### src/rtl/link_pkg.sv
// -----------------------------------------------------------------------------
// link_pkg
// Shared types and constants for the remote command link endpoint.
//   framer_state_e : command framer states (HIGH byte expected / LOW byte expected)
//   tx_state_e     : response transmitter states (IDLE / XMIT)
//   RESP_POS_ACK   : positive acknowledge response byte
//   CMD_BYTES      : bytes per command frame
//   pack_cmd()     : assembles a command word, high byte first on the wire
// -----------------------------------------------------------------------------
package link_pkg;

  typedef enum logic {
    HIGH,
    LOW
  } framer_state_e;

  typedef enum logic {
    IDLE,
    XMIT
  } tx_state_e;

  localparam logic [7:0] RESP_POS_ACK = 8'hA5;
  localparam int         CMD_BYTES    = 2;
  localparam int         CMD_W        = 8 * CMD_BYTES;

  function automatic logic [CMD_W-1:0] pack_cmd(input logic [7:0] hi_byte,
                                                input logic [7:0] lo_byte);
    return {hi_byte, lo_byte};
  endfunction

endpackage

### src/rtl/link_byte_uart.sv
// -----------------------------------------------------------------------------
// link_byte_uart
// Bit-level 8N1 deserializer and serializer with independent baud counters.
//   clk       in   system clock
//   rst       in   synchronous active-high reset
//   rx        in   asynchronous serial input, idle high
//   tx        out  serial output, idle high (registered)
//   rx_byte   out  last received data byte
//   rx_rdy    out  1-cycle strobe: stop bit sampled high, rx_byte valid
//   rx_ferr   out  1-cycle strobe: stop bit sampled low, byte discarded
//   rx_busy   out  receiver is inside a frame (start edge seen)
//   tx_byte   in   byte to transmit, taken when tx_start is accepted
//   tx_start  in   start request; accepted when idle or on the last frame cycle
//   tx_done   out  high on the last cycle of each transmitted stop bit
// -----------------------------------------------------------------------------
module link_byte_uart #(
  parameter int BAUD_DIV = 2604
) (
  input  logic       clk,
  input  logic       rst,
  input  logic       rx,
  output logic       tx,
  output logic [7:0] rx_byte,
  output logic       rx_rdy,
  output logic       rx_ferr,
  output logic       rx_busy,
  input  logic [7:0] tx_byte,
  input  logic       tx_start,
  output logic       tx_done
);

  localparam int CNT_W = $clog2(BAUD_DIV);
  localparam logic [CNT_W-1:0] FULL_M1 = CNT_W'(BAUD_DIV - 1);
  localparam logic [CNT_W-1:0] HALF_M1 = CNT_W'(BAUD_DIV / 2 - 1);

  typedef enum logic [1:0] {
    RX_IDLE,
    RX_START,
    RX_DATA,
    RX_STOP
  } rx_state_e;

  // ---------------------------------------------------------------------------
  // Receiver
  // ---------------------------------------------------------------------------
  logic             r_rx_s1;
  logic             r_rx_s2;
  logic             r_rx_prev;
  rx_state_e        r_rx_state;
  logic [CNT_W-1:0] r_rx_cnt;
  logic [2:0]       r_rx_bit;
  logic [7:0]       r_rx_shift;
  logic             w_rx_stop_smp;

  // NOTE: every clocked register is written with <= so all flops update
  // together from pre-edge values; blocking = here would create order-dependent
  // shift and counter behaviour that no longer matches the hardware.
  always_ff @(posedge clk) begin
    if (rst) begin
      r_rx_s1    <= 1'b1;
      r_rx_s2    <= 1'b1;
      r_rx_prev  <= 1'b1;
      r_rx_state <= RX_IDLE;
      r_rx_cnt   <= '0;
      r_rx_bit   <= '0;
      r_rx_shift <= '0;
    end else begin
      r_rx_s1   <= rx;
      r_rx_s2   <= r_rx_s1;
      r_rx_prev <= r_rx_s2;
      case (r_rx_state)
        RX_IDLE: begin
          if (r_rx_prev && !r_rx_s2) begin
            r_rx_state <= RX_START;
            r_rx_cnt   <= HALF_M1;
          end
        end
        RX_START: begin
          if (r_rx_cnt == '0) begin
            // A start bit that is high again at mid-bit was a glitch.
            if (!r_rx_s2) begin
              r_rx_state <= RX_DATA;
              r_rx_cnt   <= FULL_M1;
              r_rx_bit   <= '0;
            end else begin
              r_rx_state <= RX_IDLE;
            end
          end else begin
            r_rx_cnt <= r_rx_cnt - 1'b1;
          end
        end
        RX_DATA: begin
          if (r_rx_cnt == '0) begin
            r_rx_shift <= {r_rx_s2, r_rx_shift[7:1]};
            r_rx_cnt   <= FULL_M1;
            if (r_rx_bit == 3'd7) r_rx_state <= RX_STOP;
            else                  r_rx_bit   <= r_rx_bit + 1'b1;
          end else begin
            r_rx_cnt <= r_rx_cnt - 1'b1;
          end
        end
        RX_STOP: begin
          // Returning to idle at mid-stop lets a back-to-back start edge,
          // half a bit later, be caught.
          if (r_rx_cnt == '0) r_rx_state <= RX_IDLE;
          else                r_rx_cnt   <= r_rx_cnt - 1'b1;
        end
        default: r_rx_state <= RX_IDLE;
      endcase
    end
  end

  assign w_rx_stop_smp = (r_rx_state == RX_STOP) && (r_rx_cnt == '0);
  assign rx_rdy        = w_rx_stop_smp && r_rx_s2;
  assign rx_ferr       = w_rx_stop_smp && !r_rx_s2;
  assign rx_byte       = r_rx_shift;
  assign rx_busy       = (r_rx_state != RX_IDLE);

  // ---------------------------------------------------------------------------
  // Transmitter
  // ---------------------------------------------------------------------------
  logic             r_tx;
  logic             r_tx_act;
  logic [CNT_W-1:0] r_tx_cnt;
  logic [3:0]       r_tx_bit;
  logic [8:0]       r_tx_shift;   // {stop, data[7:0]}; start bit driven on load
  logic             w_tx_last;

  assign w_tx_last = r_tx_act && (r_tx_bit == 4'd9) && (r_tx_cnt == '0);

  always_ff @(posedge clk) begin
    if (rst) begin
      r_tx       <= 1'b1;
      r_tx_act   <= 1'b0;
      r_tx_cnt   <= '0;
      r_tx_bit   <= '0;
      r_tx_shift <= '1;
    end else if (tx_start && (!r_tx_act || w_tx_last)) begin
      // Loading on the last stop cycle makes consecutive frames gapless.
      r_tx       <= 1'b0;
      r_tx_act   <= 1'b1;
      r_tx_cnt   <= FULL_M1;
      r_tx_bit   <= '0;
      r_tx_shift <= {1'b1, tx_byte};
    end else if (r_tx_act) begin
      if (r_tx_cnt == '0) begin
        if (r_tx_bit == 4'd9) begin
          r_tx_act <= 1'b0;
          r_tx     <= 1'b1;
        end else begin
          r_tx       <= r_tx_shift[0];
          r_tx_shift <= {1'b1, r_tx_shift[8:1]};
          r_tx_bit   <= r_tx_bit + 1'b1;
          r_tx_cnt   <= FULL_M1;
        end
      end else begin
        r_tx_cnt <= r_tx_cnt - 1'b1;
      end
    end
  end

  assign tx      = r_tx;
  assign tx_done = w_tx_last;

endmodule

### src/rtl/cmd_link_responder.sv
// -----------------------------------------------------------------------------
// cmd_link_responder
// Knight-side endpoint of the remote command link. Frames received UART bytes
// into 16-bit commands (high byte first) and serializes 1-byte responses with a
// one-entry pending buffer.
//   clk          in   system clock
//   rst          in   synchronous active-high reset
//   RX           in   serial in, asynchronous, idle high
//   TX           out  serial out, idle high
//   cmd          out  last complete command {high, low}
//   cmd_rdy      out  level: a new cmd is valid
//   clr_cmd_rdy  in   consumer acknowledge, clears cmd_rdy (a same-cycle set wins)
//   resp         in   response byte, sampled with send_resp
//   send_resp    in   1-cycle request to transmit resp
//   tx_busy      out  transmitter busy, held across a pending byte
//   resp_sent    out  1-cycle pulse at the end of each stop bit
//   resp_ovfl    out  1-cycle pulse when a response is dropped
//   frm_err      out  1-cycle pulse on a bad stop bit or inter-byte timeout
// Build option: define CMD_LINK_BYTE_TIMEOUT_EN to abandon a half-received
// command when no start edge follows the high byte within TIMEOUT_BITS bit times.
// -----------------------------------------------------------------------------
module cmd_link_responder
  import link_pkg::*;
#(
  parameter int BAUD_DIV     = 2604,
  parameter int TIMEOUT_BITS = 20
) (
  input  logic             clk,
  input  logic             rst,
  input  logic             RX,
  output logic             TX,
  output logic [CMD_W-1:0] cmd,
  output logic             cmd_rdy,
  input  logic             clr_cmd_rdy,
  input  logic [7:0]       resp,
  input  logic             send_resp,
  output logic             tx_busy,
  output logic             resp_sent,
  output logic             resp_ovfl,
  output logic             frm_err
);

  logic [7:0] w_rx_byte;
  logic       w_rx_rdy;
  logic       w_rx_ferr;
  logic       w_rx_busy;
  logic [7:0] w_tx_byte;
  logic       w_tx_start;
  logic       w_tx_done;
  logic       w_timeout;

  link_byte_uart #(
    .BAUD_DIV (BAUD_DIV)
  ) u_uart (
    .clk      (clk),
    .rst      (rst),
    .rx       (RX),
    .tx       (TX),
    .rx_byte  (w_rx_byte),
    .rx_rdy   (w_rx_rdy),
    .rx_ferr  (w_rx_ferr),
    .rx_busy  (w_rx_busy),
    .tx_byte  (w_tx_byte),
    .tx_start (w_tx_start),
    .tx_done  (w_tx_done)
  );

  // ---------------------------------------------------------------------------
  // Command framer
  // ---------------------------------------------------------------------------
  framer_state_e    r_fr_state;
  logic [7:0]       r_hi_byte;
  logic [CMD_W-1:0] r_cmd;
  logic             r_cmd_rdy;
  logic             r_frm_err;

  always_ff @(posedge clk) begin
    if (rst) begin
      r_fr_state <= HIGH;
      r_hi_byte  <= '0;
      r_cmd      <= '0;
      r_cmd_rdy  <= 1'b0;
      r_frm_err  <= 1'b0;
    end else begin
      r_frm_err <= w_rx_ferr || w_timeout;
      if (w_rx_ferr || w_timeout) begin
        r_fr_state <= HIGH;
        if (clr_cmd_rdy) r_cmd_rdy <= 1'b0;
      end else if (w_rx_rdy && (r_fr_state == HIGH)) begin
        r_hi_byte  <= w_rx_byte;
        r_cmd_rdy  <= 1'b0;
        r_fr_state <= LOW;
      end else if (w_rx_rdy && (r_fr_state == LOW)) begin
        r_cmd      <= pack_cmd(r_hi_byte, w_rx_byte);
        r_cmd_rdy  <= 1'b1;
        r_fr_state <= HIGH;
      end else if (clr_cmd_rdy) begin
        r_cmd_rdy <= 1'b0;
      end
    end
  end

`ifdef CMD_LINK_BYTE_TIMEOUT_EN
  localparam int TO_CYCLES = TIMEOUT_BITS * BAUD_DIV;
  localparam int TO_W      = $clog2(TO_CYCLES);

  logic [TO_W-1:0] r_to_cnt;
  logic            r_to_halt;

  // Counts from the high byte's stop sample; once a start edge is seen the
  // low byte owns the outcome, so the counter freezes until LOW is left.
  always_ff @(posedge clk) begin
    if (rst || (r_fr_state != LOW)) begin
      r_to_cnt  <= '0;
      r_to_halt <= 1'b0;
    end else if (w_rx_busy) begin
      r_to_halt <= 1'b1;
    end else if (!r_to_halt) begin
      r_to_cnt <= r_to_cnt + 1'b1;
    end
  end

  assign w_timeout = (r_fr_state == LOW) && !r_to_halt && !w_rx_busy &&
                     (r_to_cnt == TO_W'(TO_CYCLES - 1));
`else
  logic w_unused_timeout_bits;

  // TIMEOUT_BITS stays on the interface so both builds share one port map.
  assign w_unused_timeout_bits = ^TIMEOUT_BITS;
  assign w_timeout             = 1'b0;
`endif

  // ---------------------------------------------------------------------------
  // Response transmit control with one-entry pending buffer
  // ---------------------------------------------------------------------------
  tx_state_e  r_tx_state;
  logic       r_pend_vld;
  logic [7:0] r_pend_byte;
  logic       r_resp_ovfl;
  logic       w_direct;
  logic       w_push;
  logic       w_ovfl;
  logic       w_pend_pop;

  // NOTE: each output of a combinational block gets a default before any
  // branch; a path that leaves one unassigned would infer a latch.
  always_comb begin
    w_direct   = 1'b0;
    w_push     = 1'b0;
    w_ovfl     = 1'b0;
    w_pend_pop = w_tx_done && r_pend_vld;
    w_tx_byte  = resp;
    if (send_resp) begin
      // On the last stop cycle an empty buffer is bypassed, and a full one is
      // being drained, so neither case drops the new request.
      if ((r_tx_state == IDLE) || (w_tx_done && !r_pend_vld)) w_direct = 1'b1;
      else if (!r_pend_vld || w_pend_pop)                      w_push   = 1'b1;
      else                                                     w_ovfl   = 1'b1;
    end
    if (w_pend_pop) w_tx_byte = r_pend_byte;
    w_tx_start = w_direct || w_pend_pop;
  end

  // NOTE: the pending data byte is reset along with its valid flag even though
  // only the flag matters functionally; the storage is one byte, and a known
  // value keeps reset behaviour fully deterministic.
  always_ff @(posedge clk) begin
    if (rst) begin
      r_tx_state  <= IDLE;
      r_pend_vld  <= 1'b0;
      r_pend_byte <= '0;
      r_resp_ovfl <= 1'b0;
    end else begin
      r_resp_ovfl <= w_ovfl;
      if (w_tx_start)     r_tx_state <= XMIT;
      else if (w_tx_done) r_tx_state <= IDLE;
      if (w_push) begin
        r_pend_vld  <= 1'b1;
        r_pend_byte <= resp;
      end else if (w_pend_pop) begin
        r_pend_vld <= 1'b0;
      end
    end
  end

  assign cmd       = r_cmd;
  assign cmd_rdy   = r_cmd_rdy;
  assign frm_err   = r_frm_err;
  assign tx_busy   = (r_tx_state == XMIT);
  assign resp_sent = w_tx_done;
  assign resp_ovfl = r_resp_ovfl;

endmodule

### config.mk
export PLATFORM = sky130hd
export DESIGN_NAME = cmd_link_responder
export DESIGN_NICKNAME = d
export VERILOG_FILES = /design/src/rtl/link_pkg.sv /design/src/rtl/link_byte_uart.sv /design/src/rtl/cmd_link_responder.sv
export SDC_FILE = /design/constraint.sdc
export NUM_CORES = 1
export LEC_CHECK = 0
export CORE_UTILIZATION = 48
export CTS_CLUSTER_DIAMETER = 50
export DETAILED_ROUTE_END_ITERATION = 10
export HOLD_SLACK_MARGIN = 0.02
export PLACE_DENSITY = 0.79
export SYNTH_ARGS = -nofsm -noshare
export SYNTH_HDL_FRONTEND = slang
export SYNTH_SLANG_ARGS = --single-unit
### constraint.sdc
create_clock -name clk -period 3.55 [get_ports clk]
set_input_delay 0.5325 -clock clk [delete_from_list [all_inputs] [get_ports clk]]
set_output_delay 0.5325 -clock clk [all_outputs]
set_load 0.05 [all_outputs]
==> impl_metrics.tcl <==
set metrics [dict create \
    period_needed_ns 3.18 \
    buffer_ports.inserted 34 \
    pwr-share-comb_pct 23.0 \
    crit_path_max_incr_delay_ns 0.80 \
    p_clk_share_pct 34.1 \
    total_switching_power_uw 827 \
    rsz0062_at_grt "false" \
    fin_skew_ns 0.00698 \
    worstPathCellList "inv_1 -> ha_1 -> nor3b_1 -> and2_1 -> and3_1 -> clkdlybuf4s50_1" \
    cell_area_synth_sq_mm 0.00428 \
    power.total_uw 2700 \
    max-vdd-ir-drop_mv 0.249 \
    route.top_layer_used "met4" \
    timing.final.crit_share_pct 89.7 \
    mappedNetlistNets 520 \
    cp_max_fo 7 \
    power.density_cell_area_mw_per_mm2 544 \
    globalRoute.totalOverflow 0 \
    synth_top_family_by_area "simple AND/OR/NAND/NOR gates" \
    post-route-drc-count 0 \
    met2_length_um 4160 \
    dp_hpwl_um 6080 \
    cts_resized 0 \
    grt_start_max_net_pins 42 \
    worst_hold_path.num_cells 1 \
    cts_hold_buf 0 \
    vias_cell 5.62 \
    max_freq_mhz 314 \
    ff2ff_setup_slack_ns 0.75 \
    yosys-top-cells-count "dfxtp_1, nand2_1, a21oi_1, nor2_1, mux2i_1" \
    final_layout_size_suffix_gt1_share_pct 9.25 \
    grt.total_usage_pct 20.2 \
    pwr-share-seq_pct 42.9 \
    finalWirelength_um 8830 \
    route.layer.met1.wl_um 4140 \
    max_slew.worst_pin.slew_ns 0.925 \
    swShare_pct 30.6 \
    timing_max_transition_violations_final 0 \
    worst_slack_ns 0.366 \
    crit_path_end_kind "output port" \
    setup_viol_count_final 0 \
    synth_simple_gate_area_share_pct 24.3 \
    count_of_flip_flops_with_a_built_in_enable_after_synthesis 0 \
    grt_pass1_vias 3333 \
    post_synth.cell_area_avg_sq_um 8.65 \
    die_area_sq_mm 0.00930 \
    yosys_warnings 0 \
    area_delta_synth_final_pct 15.8 \
    synth_largest_area_cell "dfxtp_1" \
    max_cap_viol_count 0 \
    drt_pass1_iterations 4 \
    min_delay_worst_endpoint "u_uart.r_rx_s2" \
    wl_met3_um 371 \
    detailed_place.area_sq_mm 0.00469 \
    number_of_buffers_created_by_cts 9 \
    start_util_pct 49.3 \
    path_class "flip-flop to output port" \
    yosysMostFrequentCell "dfxtp_1" \
    dr.first_iter.drc_count 119 \
    worst_hold_slack_ns 0.416 \
    clock_tree_from_tritoncts "done" \
    totalNegativeSetupSlack_ns 0 \
    regToRegEndpoint "u_uart.r_tx_shift[1]" \
    final_area_sq_mm 0.00496 \
    dp_worst_slack_ns 0.777 \
    p_leak_uw 0.00180 \
    min_path_type "flip-flop to flip-flop" \
    floorplan.io_pins 35 \
    chipHeight_um 96.4 \
    r2r-start "u_uart.r_tx_cnt[0]" \
    startpoint_of_the_worst_hold_path "u_uart.r_rx_s1" \
    clkLatencyLatePin_ns 0.36 \
    die_width_um 96.4 \
    synth_top_area_share_pct 43.0 \
    arrival_time_worst_endpoint_ns 2.65 \
    post_synth_mux_area_share_pct 8.45 \
    path_clk_slew_ns 0.09 \
    finalNetCount 550 \
    post_drt_wl_per_cell_um 13.8 \
    crit_path_top_delay_cell "clkdlybuf4s50_1" \
    hold_viol 0 \
    fp_rows 34 \
    syn-instance-count 495 \
    ys_ff_latch 92 \
    ys_async_sr_fraction_pct 0 \
    crit_path_start_kind "flip-flop" \
    netlist-cell-type-count 55 \
    synth_flop_cell "dfxtp_1" \
    worst_slew_margin_rel_pct 37.8 \
    worst_ep_required_time_ns 3.02 \
    clock_sinks 92 \
    cts.repair_timing.setup_buffer_count 0 \
    core_area_sq_mm 0.00868 \
    clk_root_buffer_cell "clkbuf_8" \
    num_antenna_cells 0 \
    synth_compound_area_share_pct 14.9 \
    antenna_found_initial 0 \
    maximum_root_to_sink_buffer_count 2 \
    internal_power_uw 1870 \
    yosys.area_share.xor_xnor_pct 1.84 \
    ff2ff_path_depth 7 \
    cts.htree.levels 3 \
    outcome "completed" \
    ys_seq_area_share_pct 43.0 \
    adder_cell_fraction_of_synth_area_pct 3.51 \
    ant_nets 0 \
    via_count 3583 \
    synth.top_cells.by_area "dfxtp_1, nand2_1, a21oi_1" \
    gp_weighted_congestion 0.888 \
    grt_first_pass_wirelength_um 14700 \
]
sequential cells by signal, summed over array words and instances (netlist names), 3 cells and up, named ones only:
name,count
u_uart.r_tx_cnt,12
u_uart.r_tx_bit,4
r_pend_byte,8
u_uart.rx_byte,8
cmd,16
r_hi_byte,8
u_uart.r_rx_bit,3
u_uart.r_tx_shift,8
u_uart.r_rx_cnt,12
layout make-up:
cell class,count,area [sq um]
clock buffers,9,124
inverters,15,56.3
flip-flops and latches,92,1840
multi-input cells,366,2270
clock inverters,7,145
fillers,797,3720
well taps,108,135
repair buffers,41,388
layout by cell type, fill, tap and decap left out, drive strengths merged, types with 4 or more instances in the layout:
cell type      count
o21ai             12
xor2               6
nor4              11
ha                12
nor3b              5
a31oi              5
a21o               5
inv               17
nand2             90
clkdlybuf4s50     33
nand3              5
nand4              4
a21oi             57
a211oi             4
and2              15
nor3              19
or3                4
mux2i             27
a311oi             5
bufinv             4
dfxtp             92
clkbuf             9
nor2              32
or4                4
o22ai              4
mux2               7
buf                8
power groups by stage:
stage / Sequential [uW] / Combinational (uW) / Clock, uW
finish: 1160 / 622 / 920
CTS: 1150 / 613 / 933
global placement: 1170 / 583 / 0
floorplan: 1160 / 479 / 0
global route: 1170 / 685 / 979
detailed placement: 1180 / 609 / 0
critical path: cells and delay by family (launching register included):
family | cells | cell delay (ns)
buf+inv | 2 | 0.92
simple gates | 3 | 0.85
flops | 1 | 0.37
fa+ha+maj | 1 | 0.17
per-stage QoR:
stage,utilization [%],cells
after floorplan,-,495
after global placement,54.0,622
after detailed placement,54.0,622
after CTS,57.1,638
after global routing,57.1,638
final,57.1,638
routing by layer:
layer | vias up | global-route usage, %
met5 | - | 0
met4 | 0 | 8.58
met3 | 18 | 4.15
met2 | 79 | 34.3
met1 | 1678 | 24.9
li1 | 1808 | -
cell families (layout without fill, tap and decap cells):
group                    count (synthesis)  count (layout)
flip-flops                              92              92
buffers and inverters                   37              72
AND/OR/NAND/NOR                        205             205
adder cells (fa/ha/maj)                 12              12
AO/OA/AOI/OAI                          106             106
multiplexers                            34              34
XOR/XNOR                                 9               9
worst max-delay path by stage:
stage,from,endpoint,cells after the start
after global routing,u_uart.r_tx_cnt[0],resp_sent,6
after detailed placement,u_uart.r_tx_cnt[0],r_pend_byte[0],7
after floorplan,u_uart.r_tx_cnt[0],r_pend_byte[3],7
final,u_uart.r_tx_cnt[0],resp_sent,6
after global placement,u_uart.r_tx_cnt[0],resp_sent,6
after CTS,u_uart.r_tx_cnt[0],resp_sent,6
Power figures use the tool's default switching activity.
